`config.mk`:
```
export PLATFORM = sky130hd
export DESIGN_NAME = crc_engine_flat
export DESIGN_NICKNAME = d
export VERILOG_FILES = /design/src/rtl/crc_engine_if.sv /design/src/rtl/crc_engine.sv /design/src/flat_wrapper.sv
export SDC_FILE = /design/constraint.sdc
export NUM_CORES = 1
export LEC_CHECK = 0
export ABC_CLOCK_PERIOD_IN_PS = 5000
export CAP_MARGIN = 20
export CORE_AREA = 2 2 199 142
export CTS_CLUSTER_SIZE = 24
export DETAILED_ROUTE_END_ITERATION = 16
export DIE_AREA = 0 0 201 144
export PLACE_DENSITY = 0.67
export REMOVE_ABC_BUFFERS = 1
export SYNTH_ARGS = -nofsm -noshare
export SYNTH_HDL_FRONTEND = slang
export SYNTH_SLANG_ARGS = --single-unit
```
`constraint.sdc`:
```
create_clock -name clk_i -period 5 [get_ports clk_i]
set_input_delay 0.5 -clock clk_i [delete_from_list [all_inputs] [get_ports clk_i]]
set_output_delay 0.5 -clock clk_i [all_outputs]
set_load 0.005 [all_outputs]
```
`src/rtl/crc_engine_if.sv`:
```
// Word stream into the CRC engine: data/valid/last from the source, ready back from the engine.
interface crc_engine_if #(
   parameter int unsigned DATA_W = 32
);
   logic [DATA_W-1:0] data;
   logic              valid;
   logic              last;
   logic              ready;

   modport master (output data, output valid, output last, input ready);
   modport slave  (input data, input valid, input last, output ready);
endinterface

```
`src/rtl/crc_engine.sv`:
```
// Streaming CRC engine: a word is accepted in ACCEPT, then folded BPC bits per clock
// over N = DATA_W/BPC SHIFT cycles; the final CRC is registered on the last word.
module crc_engine #(
   parameter int unsigned CRC_W  = 32,
   parameter int unsigned DATA_W = 32,
   parameter int unsigned BPC    = 8
) (
   input  logic             clk_i,
   input  logic             rst_i,
   input  logic             start_i,
   input  logic [CRC_W-1:0] poly_i,
   input  logic [CRC_W-1:0] init_i,
   input  logic [CRC_W-1:0] xorout_i,
   input  logic             refin_i,
   input  logic             refout_i,
   crc_engine_if.slave      s_if,
   output logic [CRC_W-1:0] crc_o,
   output logic             crc_valid_o,
   output logic             busy_o
);
   localparam int unsigned N     = DATA_W / BPC;
   localparam int unsigned CNT_W = (N > 1) ? $clog2(N) : 1;

   typedef enum logic [1:0] {StIdle, StAccept, StShift} state_e;

   state_e            state_q, state_d;
   logic [CRC_W-1:0]  poly_q, poly_d;
   logic [CRC_W-1:0]  xorout_q, xorout_d;
   logic [CRC_W-1:0]  crc_q, crc_d;
   logic [CRC_W-1:0]  crc_out_q, crc_out_d;
   logic              refin_q, refin_d;
   logic              refout_q, refout_d;
   logic              last_q, last_d;
   logic [DATA_W-1:0] sh_q, sh_d;
   logic [CNT_W-1:0]  cnt_q, cnt_d;
   logic              crc_valid_q, crc_valid_d;
   logic              ready_q, ready_d;
   logic              busy_q, busy_d;

   logic [CRC_W-1:0]  crc_next;
   logic [CRC_W-1:0]  crc_next_rev;
   logic [DATA_W-1:0] data_rev;
   logic              fb;

   // The shift register is stored pre-reflected, so folding always consumes its MSBs.
   always_comb begin
      crc_next = crc_q;
      fb       = 1'b0;
      for (int i = 0; i < int'(BPC); i++) begin
         fb       = crc_next[CRC_W-1] ^ sh_q[DATA_W-1-i];
         crc_next = {crc_next[CRC_W-2:0], 1'b0} ^ (fb ? poly_q : '0);
      end
   end

   always_comb begin
      crc_next_rev = '0;
      data_rev     = '0;
      for (int i = 0; i < int'(CRC_W); i++) crc_next_rev[i] = crc_next[CRC_W-1-i];
      for (int i = 0; i < int'(DATA_W); i++) data_rev[i] = s_if.data[DATA_W-1-i];
   end

   always_comb begin
      state_d     = state_q;
      poly_d      = poly_q;
      xorout_d    = xorout_q;
      refin_d     = refin_q;
      refout_d    = refout_q;
      crc_d       = crc_q;
      crc_out_d   = crc_out_q;
      last_d      = last_q;
      sh_d        = sh_q;
      cnt_d       = cnt_q;
      crc_valid_d = 1'b0;

      unique case (state_q)
         StIdle: ;
         StAccept: begin
            if (s_if.valid && ready_q) begin
               sh_d    = refin_q ? data_rev : s_if.data;
               last_d  = s_if.last;
               cnt_d   = '0;
               state_d = StShift;
            end
         end
         StShift: begin
            crc_d = crc_next;
            sh_d  = sh_q << BPC;
            cnt_d = cnt_q + 1'b1;
            if (cnt_q == CNT_W'(N - 1)) begin
               if (last_q) begin
                  state_d     = StIdle;
                  crc_out_d   = (refout_q ? crc_next_rev : crc_next) ^ xorout_q;
                  crc_valid_d = 1'b1;
               end else begin
                  state_d = StAccept;
               end
            end
         end
         default: state_d = StIdle;
      endcase

      // A restart wins over everything, including a completing final word.
      if (start_i) begin
         poly_d      = poly_i;
         xorout_d    = xorout_i;
         refin_d     = refin_i;
         refout_d    = refout_i;
         crc_d       = init_i;
         crc_out_d   = crc_out_q;
         crc_valid_d = 1'b0;
         state_d     = StAccept;
      end

      ready_d = (state_d == StAccept);
      busy_d  = (state_d != StIdle);
   end

   always_ff @(posedge clk_i) begin
      if (rst_i) begin
         state_q     <= StIdle;
         poly_q      <= '0;
         xorout_q    <= '0;
         refin_q     <= 1'b0;
         refout_q    <= 1'b0;
         crc_q       <= '0;
         crc_out_q   <= '0;
         last_q      <= 1'b0;
         sh_q        <= '0;
         cnt_q       <= '0;
         crc_valid_q <= 1'b0;
         ready_q     <= 1'b0;
         busy_q      <= 1'b0;
      end else begin
         state_q     <= state_d;
         poly_q      <= poly_d;
         xorout_q    <= xorout_d;
         refin_q     <= refin_d;
         refout_q    <= refout_d;
         crc_q       <= crc_d;
         crc_out_q   <= crc_out_d;
         last_q      <= last_d;
         sh_q        <= sh_d;
         cnt_q       <= cnt_d;
         crc_valid_q <= crc_valid_d;
         ready_q     <= ready_d;
         busy_q      <= busy_d;
      end
   end

   assign s_if.ready  = ready_q;
   assign crc_o       = crc_out_q;
   assign crc_valid_o = crc_valid_q;
   assign busy_o      = busy_q;
endmodule

```
`src/flat_wrapper.sv`:
```
// flat-port wrapper written by rule: the top's interface ports become plain ports
module crc_engine_flat 
#(
   parameter int unsigned CRC_W  = 32,
   parameter int unsigned DATA_W = 32,
   parameter int unsigned BPC    = 8
)
  (clk_i, rst_i, start_i, poly_i, init_i, xorout_i, refin_i, refout_i, crc_o, crc_valid_o, busy_o, s_if_data, s_if_valid, s_if_last, s_if_ready);
  crc_engine_if #(.DATA_W(DATA_W)) s_if_i ();
  input  logic clk_i;
  input  logic rst_i;
  input  logic start_i;
  input  logic [CRC_W-1:0] poly_i;
  input  logic [CRC_W-1:0] init_i;
  input  logic [CRC_W-1:0] xorout_i;
  input  logic refin_i;
  input  logic refout_i;
  output logic [CRC_W-1:0] crc_o;
  output logic crc_valid_o;
  output logic busy_o;
  input wire logic [$bits(s_if_i.data)-1:0] s_if_data;
  input wire logic [$bits(s_if_i.valid)-1:0] s_if_valid;
  input wire logic [$bits(s_if_i.last)-1:0] s_if_last;
  output wire logic [$bits(s_if_i.ready)-1:0] s_if_ready;
  assign s_if_i.data = s_if_data;
  assign s_if_i.valid = s_if_valid;
  assign s_if_i.last = s_if_last;
  assign s_if_ready = s_if_i.ready;
  crc_engine #(.CRC_W(CRC_W), .DATA_W(DATA_W), .BPC(BPC)) u_core (.clk_i(clk_i), .rst_i(rst_i), .start_i(start_i), .poly_i(poly_i), .init_i(init_i), .xorout_i(xorout_i), .refin_i(refin_i), .refout_i(refout_i), .s_if(s_if_i), .crc_o(crc_o), .crc_valid_o(crc_valid_o), .busy_o(busy_o));
endmodule
```
======== Yosys cells after proc, flatten, opt, wreduce, memory -nomap -nowiden ========
Index checks and enable logic that the tools add are counted.
storage, ports and cells
  register bits after elaboration ......... 170
  input bits .............................. 135
  logic and storage cells ................. 70
cells by class
  muxes and demuxes ....................... 22
  bitwise operators ....................... 20
  add/subtract/negate cells ............... 1
  reductions and logical operators ........ 9
  equality and inequality tests ........... 5
operator list
  cell                                                   number
  two-way mux 32 bit                                     13
  XOR 32 bit                                             9
  one-hot mux 32 bit (2 select lines)                    1
  two-way mux 2 bit                                      4
  XOR 1 bit                                              8
  one-hot mux 2 bit (3 select lines)                     1
  nonzero test 2 bit                                     3
  equality test 2 x 1 -> 1 bit, second input constant    2
  equality test 2 bit, second input constant             2
  one-hot mux 2 bit (2 select lines)                     1
  AND reduction 2 bit                                    2
  AND reduction 4 bit                                    1
  OR reduction 4 bit                                     1
  inverter 1 bit                                         3
  adder 2 x 1 -> 2 bit, second input constant            1
  zero test 2 bit                                        1
  two-way mux 1 bit                                      2
  inequality test 2 x 1 -> 1 bit, second input constant  1
  logical AND 1 bit                                      1

======== Logic depth before layout (Yosys ltp) ========
Gate-level depths: netlist of the first run.
  word-level depth ........................ 26
  mapped depth ............................ 16
  gate-level depth less buffers ........... 13

======== Worst setup path after synthesis of the first run ========
No wires, ideal clock.
  path kind ............................... flip-flop to flip-flop
  from .................................... register u_core.crc_q[31]
  to ...................................... register u_core.crc_out_q[1], in the netlist u_core.crc_o[1]
  data required time ...................... 4.883 ns
  arrival ................................. 3.669 ns
  setup slack ............................. 1.214 ns
  path buffers ............................ 0
  cell stages (with the launch flop) ...... 14
  library setup time ...................... 0.117 ns
  clock period less this slack ............ 3.786 ns
  path through ............................ dfxtp_1 xor2_1 nand2_1 xnor2_1 or3_1 o211ai_2 mux2_4 mux2i_1 a41o_1 or3_4 and3_1 xnor2_1 a221o_1 a22o_1
between the ends
  cells in the longest elaborated chain, start to end .. 26
ends and longest elaborated chain
  item                    RTL line           RTL
  start, declared         crc_engine.sv:29   logic [CRC_W-1:0] crc_q, crc_d;
  start signal, assigned  crc_engine.sv:139  crc_q <= crc_d;
  XOR 1 bit *             crc_engine.sv:50   fb = crc_next[CRC_W-1] ^ sh_q[DATA_W-1-i];
  two-way mux 32 bit *    crc_engine.sv:51   crc_next = {crc_next[CRC_W-2:0], 1'b0} ^ (fb ? poly_q : '0);
  XOR 32 bit *            crc_engine.sv:51
  XOR 1 bit               crc_engine.sv:50
  two-way mux 32 bit      crc_engine.sv:51
  XOR 32 bit *            crc_engine.sv:51
  XOR 1 bit               crc_engine.sv:50
  two-way mux 32 bit      crc_engine.sv:51
  [... 10 more ...]       --
  XOR 1 bit               crc_engine.sv:50
  two-way mux 32 bit      crc_engine.sv:51
  XOR 32 bit *            crc_engine.sv:51
  XOR 1 bit               crc_engine.sv:50
  two-way mux 32 bit      crc_engine.sv:51
  XOR 32 bit *            crc_engine.sv:51
  two-way mux 32 bit *    crc_engine.sv:92   crc_out_d = (refout_q ? crc_next_rev : crc_next) ^ xorout_q;
  XOR 32 bit *            crc_engine.sv:92
  end signal, assigned    crc_engine.sv:140  crc_out_q <= crc_out_d;
  end, declared           crc_engine.sv:30   logic [CRC_W-1:0] crc_out_q, crc_out_d;
Mark *: on every way between the ends. The rest lies on a longest branch, timed or not.
A chain may end at the register's enable or synchronous reset.

======== Final worst setup path of the first run ========
  from .................................... register u_core.crc_q[31]
  to ...................................... register u_core.crc_out_q[5], in the netlist u_core.crc_o[5]
Same word-level chain as after synthesis.

==> results of run 1 <==
## cell type report
| class | count | area [sq um] |
|---|---|---|
| Fill cell | 2504 | 12700 |
| Multi-Input combinational cell | 1227 | 8090 |
| Sequential cell | 170 | 3400 |
| Timing Repair Buffer | 201 | 1980 |
| Tap cell | 371 | 464 |
| Clock buffer | 18 | 429 |
| Clock inverter | 13 | 190 |
| Inverter | 9 | 33.8 |
## sequential cells by signal, summed over array words and instances, names as in the netlist
| name | flops |
|---|---|
| u_core.busy_o | 1 |
| u_core.cnt_q | 2 |
| u_core.crc_o | 32 |
| u_core.crc_q | 32 |
| u_core.crc_valid_o | 1 |
| u_core.last_q | 1 |
| u_core.poly_q | 32 |
| u_core.refin_q | 1 |
| u_core.refout_q | 1 |
| u_core.s_if.ready | 1 |
| u_core.sh_q | 32 |
| u_core.state_q | 2 |
| u_core.xorout_q | 32 |
## cells by family (layout without fill, tap and decap cells)
family          Yosys count  in the layout  synth area share, %
simple gates            683            683                 26.4
xor+xnor                249            249                 19.7
flops                   170            170                 28.3
compound gates          159            159                 9.41
buf+inv                 139            241                 4.85
mux                     135            135                 11.3
fa+ha+maj                 1              1                0.104
## layout by cell type, fill, tap and decap left out, drive strengths merged, types with 5 or more instances in the layout
cell,synthesis,layout
nand2,230,230
and2,30,30
nand4,36,36
inv,9,12
o21a,27,27
a221oi,26,26
xnor3,5,5
o21ai,19,19
dfxtp,170,170
buf,48,34
mux2i,133,133
and3,57,57
nor2,172,172
nor2b,30,30
or3,33,33
xor2,33,33
a21oi,43,43
xnor2,211,211
nor3,37,37
clkdlybuf4s50,0,167
nand3,47,47
clkbuf,82,18
## worst paths after layout
check                        start               to  depth (start not counted)
setup / recovery  u_core.crc_q[31]  u_core.crc_o[5]                         15
hold / removal      u_core.sh_q[4]   u_core.sh_q[4]                          2
setup reg to reg  u_core.crc_q[31]  u_core.crc_o[5]                         15
hold reg to reg     u_core.sh_q[4]   u_core.sh_q[4]                          2
## critical path: stages, from the launching register on
cell	delay, ps
dfxtp_1	500
xnor2_2	240
buf_4	240
o21ai_0	360
a21oi_1	150
o31a_1	330
or3_1	360
xnor2_2	180
buf_4	350
nand2_1	120
xnor2_1	150
or3_4	500
and3_1	260
xnor2_1	560
or3_1	200
nand4_1	90
## per-stage QoR
stage	total power, W	setup TNS [ps]	instance area, sq um	worst slack, ps
3_5_place_dp	0.00310	0	13900	246
4_1_cts	0.00455	0	14500	206
5_1_grt	0.00475	0	14600	60.6
2_1_floorplan	0.00258	-39510	11500	-819
6_report	0.00454	0	14600	252
3_3_place_gp	0.00308	0	13900	301
## power breakdown
| part | switching (W) | leakage [nW] | internal, W |
|---|---|---|---|
| sequential | 0.0000818 | 1.39 | 0.00141 |
| combinational | 0.000891 | 3.94 | 0.000708 |
| clock | 0.000609 | 0.295 | 0.000840 |
## per-layer routing
metal	routed length, um	global-route usage, %	vias up	part of all wire (%)
li1	-	-	5373	-
met1	17500	36.4	5184	51
met2	14500	35.2	372	42
met3	2330	4.21	24	6.7
met4	325	4.91	0	0.94
met5	0	0	-	0
==> flow_summary_export.csv, run 1 <==
group,metric,value,unit
timing,fin_skew,14.2,ps
global_route,antenna_found_initial,0,
yosys,synth.area.top_cells,"dfxtp_1 (28%), xnor2_1 (14%), mux2i_1 (11%), nand2_1 (7.2%), nor2_1 (5.4%)",
die,die_y,144,um
global_route,grt_pass1_vias,10100,
yosys,netlist.area_leader.share,28.3,%
cells_and_area,fin_util,53.5,%
global_route,overflow,0,
global_route,grt_use_total,24.0,%
cells_and_area,n_antenna_cell,0,
clock_network,postCtsSetupRepairBufs,0,
worst_setup_path,cp_max_fo,32,
cells_and_area,areaGrowthSynthToFinish,21.2,%
clock_network,cts_made_buffers,17,
die,placementRows,51,
cells_and_area,post_layout_nonfiller_instances,2009,
worst_hold_path,hold_path_class,"flip-flop to flip-flop",
yosys,synth_cell_type_count,62,
timing,setup_violations,0,
global_route,grt_max_degree,74,
yosys,yosysTopAreaCell,"dfxtp_1",
yosys,synth_cells,1536,
placement,gp_congestion,0.912,
yosys,async_reset_ff_share,0,%
timing,max_freq,0.211,GHz
timing,slew_viol_final,0,
power_and_ir_drop,power_leakage,5.63,nW
clock_network,root_buffer,"clkbuf_16",
timing,period_minus_slack,4750,ps
die,core_area,27200,sq um
clock_network,clkLatencyLatePin,440,ps
clock_network,cts.hold.buffers_added,0,
die,start_util,44.2,%
placement,dp_hpwl,23700,um
worst_setup_path,rrSetupSlack,250,ps
yosys,ys.warnings.count,0,
worst_setup_path,required,5320,ps
die,die-area,28900,sq um
cells_and_area,final_net_count,1762,
drt,first_iter_violations,848,
yosys,syn_area_per_cell,7.84,sq um
placement,numPlacedInstances,1974,
drt,via_per_inst,5.45,
timing,worstMarginPinSlew,967,ps
clock_network,cts_tree,"built",
yosys,synth_edf_count,0,
drt,postRouteWirelength,34600,um
drt,vias,11000,
timing,rsz0062_at_grt,"no",
yosys,post-synth-top-count-cell,"nand2_1",
yosys,synth_seq_cells,170,
drt,post-route-drc-count,0,
global_route,grt_pass1_wl,55400,um
clock_network,cts_resized,0,
run,cap_violations,0,
power_and_ir_drop,peakVddDrop,0.256,mV
run_status,status,"completed",
yosys,synth-seq-area-share,28.3,%
drt,drtAntennaViolNets,0,
worst_setup_path,startpoint_type,"flip-flop",
drt,routedWlPerCell,17.2,um
cells_and_area,drive_above_1_share,6.29,%
power_and_ir_drop,powerDensity,311,nW/um^2
timing,fin_crit_sh,95.0,%
worst_setup_path,arrival,5060,ps
clock_network,clk_pin_slew,70,ps
clock_network,clock-sinks,170,
drt,dr.pass1.iters,6,
die,die_w,201,um
worst_setup_path,critPathCaptureType,"flip-flop",
die,io_pins,170,
timing,hold_viol,0,
yosys,syn_area,12000,sq um
clock_network,htreeDepth,4,
yosys,ys.flop_type,"dfxtp_1",
yosys,ys_top_cells_by_count,"nand2_1 (230), xnor2_1 (195), nor2_1 (172), dfxtp_1 (170), mux2i_1 (133)",
timing,hold_slack,465,ps
clock_network,cts_buffer_depth,2,
worst_setup_path,worstSetupPathType,"flip-flop to flip-flop",
placement,port_buffers,169,
timing,relSlewSlack,35.5,%
(Power assumes the default switching activity.)
==> run 2, diff against run 1 <==
- REMOVE_ABC_BUFFERS: 1 -> unset
==> flow_summary_export.csv, run 2 (synthesis gave the netlist of run 1 again) <==
group,metric,value,unit
run_status,status,"completed",
worst_setup_path,worstSetupPathType,"flip-flop to flip-flop",
timing,setup_violations,0,
timing,fin_crit_sh,92.1,%
clock_network,cts_buffer_depth,2,
timing,period_minus_slack,4600,ps
timing,fin_skew,11.9,ps
placement,preCtsSetupSlack,253,ps
clock_network,clock-sinks,170,
cells_and_area,areaGrowthSynthToFinish,21.2,%
run,cap_violations,0,
global_route,met1_usage,38.9,%
cells_and_area,layout_commonest_cell,"nand2_1",
worst_setup_path,cp_max_fo,17,
power_and_ir_drop,p_int,0.00299,W
worst_setup_path,required,5350,ps
die,core_area,27200,sq um
worst_setup_path,cp_slowest_cell,"dfxtp_1",
timing,rsz0062_at_grt,"no",
global_route,grt_pass1_wl,57600,um
worst_hold_path,hold_path_class,"flip-flop to flip-flop",
cells_and_area,fillers,2577,
die,die_w,201,um
power_and_ir_drop,pwr-share-comb,36.3,%
die,placementRows,51,
worst_setup_path,arrival,4950,ps
timing,hold_viol,0,
global_route,grt_busiest_layer,"met1",
power_and_ir_drop,p_total,0.00457,W
clock_network,root_buffer,"clkbuf_16",
power_and_ir_drop,powerDensity,314,nW/um^2
die,die-area,28900,sq um
global_route,grtUsageMet3,5.93,%
clock_network,clkLatencyLatePin,450,ps
clock_network,postCtsSetupRepairBufs,0,
drt,drtAntennaViolNets,0,
placement,dp_hpwl,26100,um
drt,dr.pass1.iters,5,
cells_and_area,n_antenna_cell,0,
cells_and_area,final_net_count,1771,
power_and_ir_drop,power.switching,0.00158,W
worst_setup_path,crit_path_cell_trace,"xnor2_2, buf_4, o21ai_0, a21oi_1, o31a_1, or3_1, xnor2_2, o21ai_0, a211oi_1, o21ai_1, buf_4, and3_1, xnor2_1, nor2_1, o32ai_1",
global_route,overflow,0,
clock_network,cts_tree,"built",
worst_setup_path,r2r_cells,15,
die,start_util,44.2,%
global_route,antenna_found_initial,0,
timing,finalSetupTns,0,ps
drt,via_per_inst,5.46,
clock_network,cts_resized,0,
die,die_y,144,um
global_route,grt_max_degree,71,
worst_setup_path,startpoint_type,"flip-flop",
drt,first_iter_violations,787,
clock_network,cts.hold.buffers_added,0,
worst_setup_path,critPathMaxStageDelay,460,ps
timing,max_freq,0.217,GHz
global_route,use_met2,34.9,%
cells_and_area,multi_input_area,8080,sq um
drt,vias,11000,
timing,worstMarginPinSlew,1070,ps
power_and_ir_drop,power_leakage,5.65,nW
power_and_ir_drop,peakVddDrop,0.233,mV
timing,hold_slack,475,ps
placement,port_buffers,169,
drt,routedWlPerCell,17.9,um
power_and_ir_drop,seq_power_share,33.0,%
power_and_ir_drop,p_clk_share,30.7,%
timing,worst_slack,397,ps
cells_and_area,drive_above_1_share,6.56,%
clock_network,clk_pin_slew,60,ps
timing,slew_viol_final,0,
global_route,grt_pass1_vias,10200,
placement,gp_congestion,0.927,
cells_and_area,final_cell_mix,"nand2_1 (230), xnor2_1 (193), nor2_1 (171), dfxtp_1 (169), clkdlybuf4s50_1 (167)",
power_and_ir_drop,swShare,34.5,%
die,io_pins,170,
drt,post-route-drc-count,0,
clock_network,cts_made_buffers,17,
cells_and_area,final_area,14600,sq um
global_route,grt_use_total,25.3,%
worst_hold_path,hold_depth,2,
timing,relSlewSlack,28.4,%
clock_network,htreeDepth,4,
placement,placed_area,14000,sq um
worst_setup_path,critPathCaptureType,"flip-flop",
yosys,syn_nets,1672,
drt,postRouteWirelength,36200,um
cells_and_area,seqCellArea,3400,sq um
run 2: cell count changes in the layout (fill, tap and decap cells not counted), sizes merged:
cell and change:
clkinvlp -2, buf +9, clkbuf +3, inv -1
bufinv -1
run 2: area by class of cell:
| type | instances | share of cell area [%] |
|---|---|---|
| flip-flops and latches | 170 | 23.3 |
| clock inverters | 9 | 0.944 |
| well taps | 371 | 3.18 |
| multi-input cells | 1227 | 55.4 |
| repair buffers | 210 | 13.7 |
| clock buffers | 21 | 3.23 |
| inverters | 9 | 0.232 |
run 2: worst max-delay path: cells and delay by family (launching register included):
kind | cells | cell delay, ps
AOI/OAI and AO/OA | 7 | 1770
xor gates and xnor gates | 3 | 1050
and+or+nand+nor | 3 | 750
buffers and inverters | 2 | 490
DFF | 1 | 460
run 2: path summary, 6_finish.rpt:
kind	start	end	slack, ps
setup / recovery	u_core.crc_q[31]	u_core.crc_q[1]	400
hold / removal	u_core.sh_q[6]	u_core.sh_q[6]	470
setup reg to reg	u_core.crc_q[31]	u_core.crc_q[1]	400
hold reg to reg	u_core.sh_q[6]	u_core.sh_q[6]	470
run 2: layer usage:
layer | part of all wire [%] | routed length [um] | up-vias
met2 | 39 | 14200 | 412
li1 | - | - | 5388
met3 | 9.0 | 3250 | 21
met1 | 51 | 18500 | 5187
met5 | 0 | 0 | -
met4 | 0.68 | 247 | 0
run 2: metrics by stage:
stage	util (%)	instances
final	53.5	2017
after global routing	53.5	2017
after CTS	53.5	2016
after detailed placement	51.3	1986
after global placement	51.3	1986
after floorplan	-	1536
run 2: power groups by stage:
stage               combinational (W)  sequential, W  clock (W)
floorplan                     0.00119        0.00148          0
global placement              0.00163        0.00153          0
detailed placement            0.00165        0.00154          0
CTS                           0.00165        0.00151    0.00143
global route                  0.00179        0.00152    0.00148
finish                        0.00166        0.00151    0.00141
==> run 3, diff against run 2 <==
- CORE_AREA: 2 2 199 142 -> 2 2 266 189
- DIE_AREA: 0 0 201 144 -> 0 0 268 191
- PLACE_DENSITY: 0.67 -> unset
==> flow_summary_export.csv, run 3 (synthesis gave the netlist of run 1 again) <==
group,metric,value,unit
run_status,status,"completed",
timing,slew_viol_final,0,
worst_setup_path,required,5350,ps
timing,rsz0062_at_grt,"no",
die,placementRows,68,
yosys,syn_nets,1672,
die,die_w,268,um
timing,fin_skew,18.4,ps
cells_and_area,final_net_count,1774,
cells_and_area,seqCellArea,3400,sq um
cells_and_area,multi_input_area,8080,sq um
timing,hold_viol,0,
die,core_area,48800,sq um
global_route,antenna_found_initial,1,
worst_setup_path,cp_max_fo,32,
placement,gp_congestion,0.846,
power_and_ir_drop,p_int,0.00281,W
clock_network,root_buffer,"clkbuf_16",
cells_and_area,areaGrowthSynthToFinish,24.2,%
worst_setup_path,arrival,5000,ps
run,cap_violations,0,
timing,fin_crit_sh,93.0,%
clock_network,clkLatencyLatePin,460,ps
worst_setup_path,startpoint_type,"flip-flop",
power_and_ir_drop,powerDensity,298,nW/um^2
drt,vias,11000,
die,die-area,51200,sq um
worst_setup_path,cp-startpoint,"u_core.crc_q[29]",
power_and_ir_drop,power_leakage,5.64,nW
worst_setup_path,rrSetupSlack,350,ps
power_and_ir_drop,power.switching,0.00164,W
clock_network,cts_tree,"built",
worst_hold_path,min_from,"u_core.sh_q[6]",
power_and_ir_drop,swShare,36.8,%
die,start_util,24.7,%
global_route,grt_use_total,16.4,%
global_route,grt_pass1_wl,63800,um
timing,finalSetupTns,0,ps
power_and_ir_drop,seq_power_share,33.9,%
cells_and_area,drive_above_1_share,6.85,%
clock_network,postCtsSetupRepairBufs,0,
clock_network,htreeDepth,4,
clock_network,clk_pin_slew,70,ps
placement,port_buffers,169,
cells_and_area,n_antenna_cell,0,
power_and_ir_drop,peakVddDrop,0.201,mV
timing,relSlewSlack,37.1,%
clock_network,clock-sinks,170,
power_and_ir_drop,pwr-share-comb,37.7,%
cells_and_area,final_cell_mix,"nand2_1 (230), xnor2_1 (193), nor2_1 (171), dfxtp_1 (169), clkdlybuf4s50_1 (167)",
cells_and_area,layout_commonest_cell,"nand2_1",
clock_network,cts_made_buffers,17,
global_route,grt_max_degree,85,
drt,routedWlPerCell,18.1,um
worst_setup_path,rr_startpoint,"u_core.crc_q[29]",
placement,dp_hpwl,31300,um
clock_network,cts.hold.buffers_added,0,
drt,dr.pass1.iters,5,
worst_hold_path,hold_path_class,"flip-flop to flip-flop",
drt,drtAntennaViolNets,0,
timing,max_freq,0.215,GHz
clock_network,cts_buffer_depth,2,
drt,via_per_inst,4.76,
worst_setup_path,worstSetupPathType,"flip-flop to flip-flop",
timing,worstMarginPinSlew,943,ps
timing,setup_violations,0,
cells_and_area,fillers,5121,
global_route,overflow,0,
worst_setup_path,critPathCaptureType,"flip-flop",
drt,postRouteWirelength,41800,um
cells_and_area,final_area,15000,sq um
drt,post-route-drc-count,0,
timing,period_minus_slack,4650,ps
drt,first_iter_violations,793,
power_and_ir_drop,p_clk_share,28.4,%
global_route,grt_pass1_vias,10500,
clock_network,cts_resized,0,
die,die_y,191,um
die,io_pins,170,
placement,placed_area,14400,sq um
==> run 3: metrics by stage <==
step                      total power, W  instances  setup slack [ps]  hold slack, ps  util, %
after floorplan                  0.00266       1536              1210             425        -
after global placement           0.00319       2281               305             436     29.4
after detailed placement         0.00322       2282               406             448     29.5
after CTS                        0.00450       2313               386             463     30.6
after global routing             0.00470       2315              53.3             501     30.7
final                            0.00445       2315               351             458     30.7
==> run 3: critical path, cell delays in order, from the launching register on <==
cell and delay [ps]:
dfxtp_1 380, xnor2_1 620, xnor2_2 260, o22ai_1 160
or3_1 390, o211ai_2 290, mux2_4 360, mux2i_1 120
a41o_1 250, or3_4 540, and3_1 250, xnor2_1 370
nand2_1 260, a221oi_1 300
==> run 3: layer usage <==
metal | part of all wire [%] | track usage (%)
met1 | 53 | 25.0
met2 | 41 | 23.4
met3 | 5.9 | 3.13
met4 | 0.91 | 3.27
met5 | 0.031 | 0
==> run 3: worst paths after layout <==
kind,cells past startpoint,end
setup / recovery,13,u_core.crc_q[30]
hold / removal,2,u_core.sh_q[6]
setup reg to reg,13,u_core.crc_q[30]
hold reg to reg,2,u_core.sh_q[6]
==> run 3: power groups by stage <==
stage	clock network, W	logic (W)	registers [W]
3_5_place_dp	0	0.00168	0.00154
2_1_floorplan	0	0.00119	0.00148
5_1_grt	0.00137	0.00181	0.00152
6_report	0.00127	0.00168	0.00151
3_3_place_gp	0	0.00165	0.00154
4_1_cts	0.00131	0.00168	0.00151
==> run 3: cell type report <==
cell class / count / share of cell area, %
clock buffer: 17 / 2.84
tap: 665 / 5.56
sequential: 170 / 22.8
clock inverter: 14 / 0.761
inverter: 9 / 0.226
timing repair buffer: 213 / 13.8
multi-input combinational: 1227 / 54.1
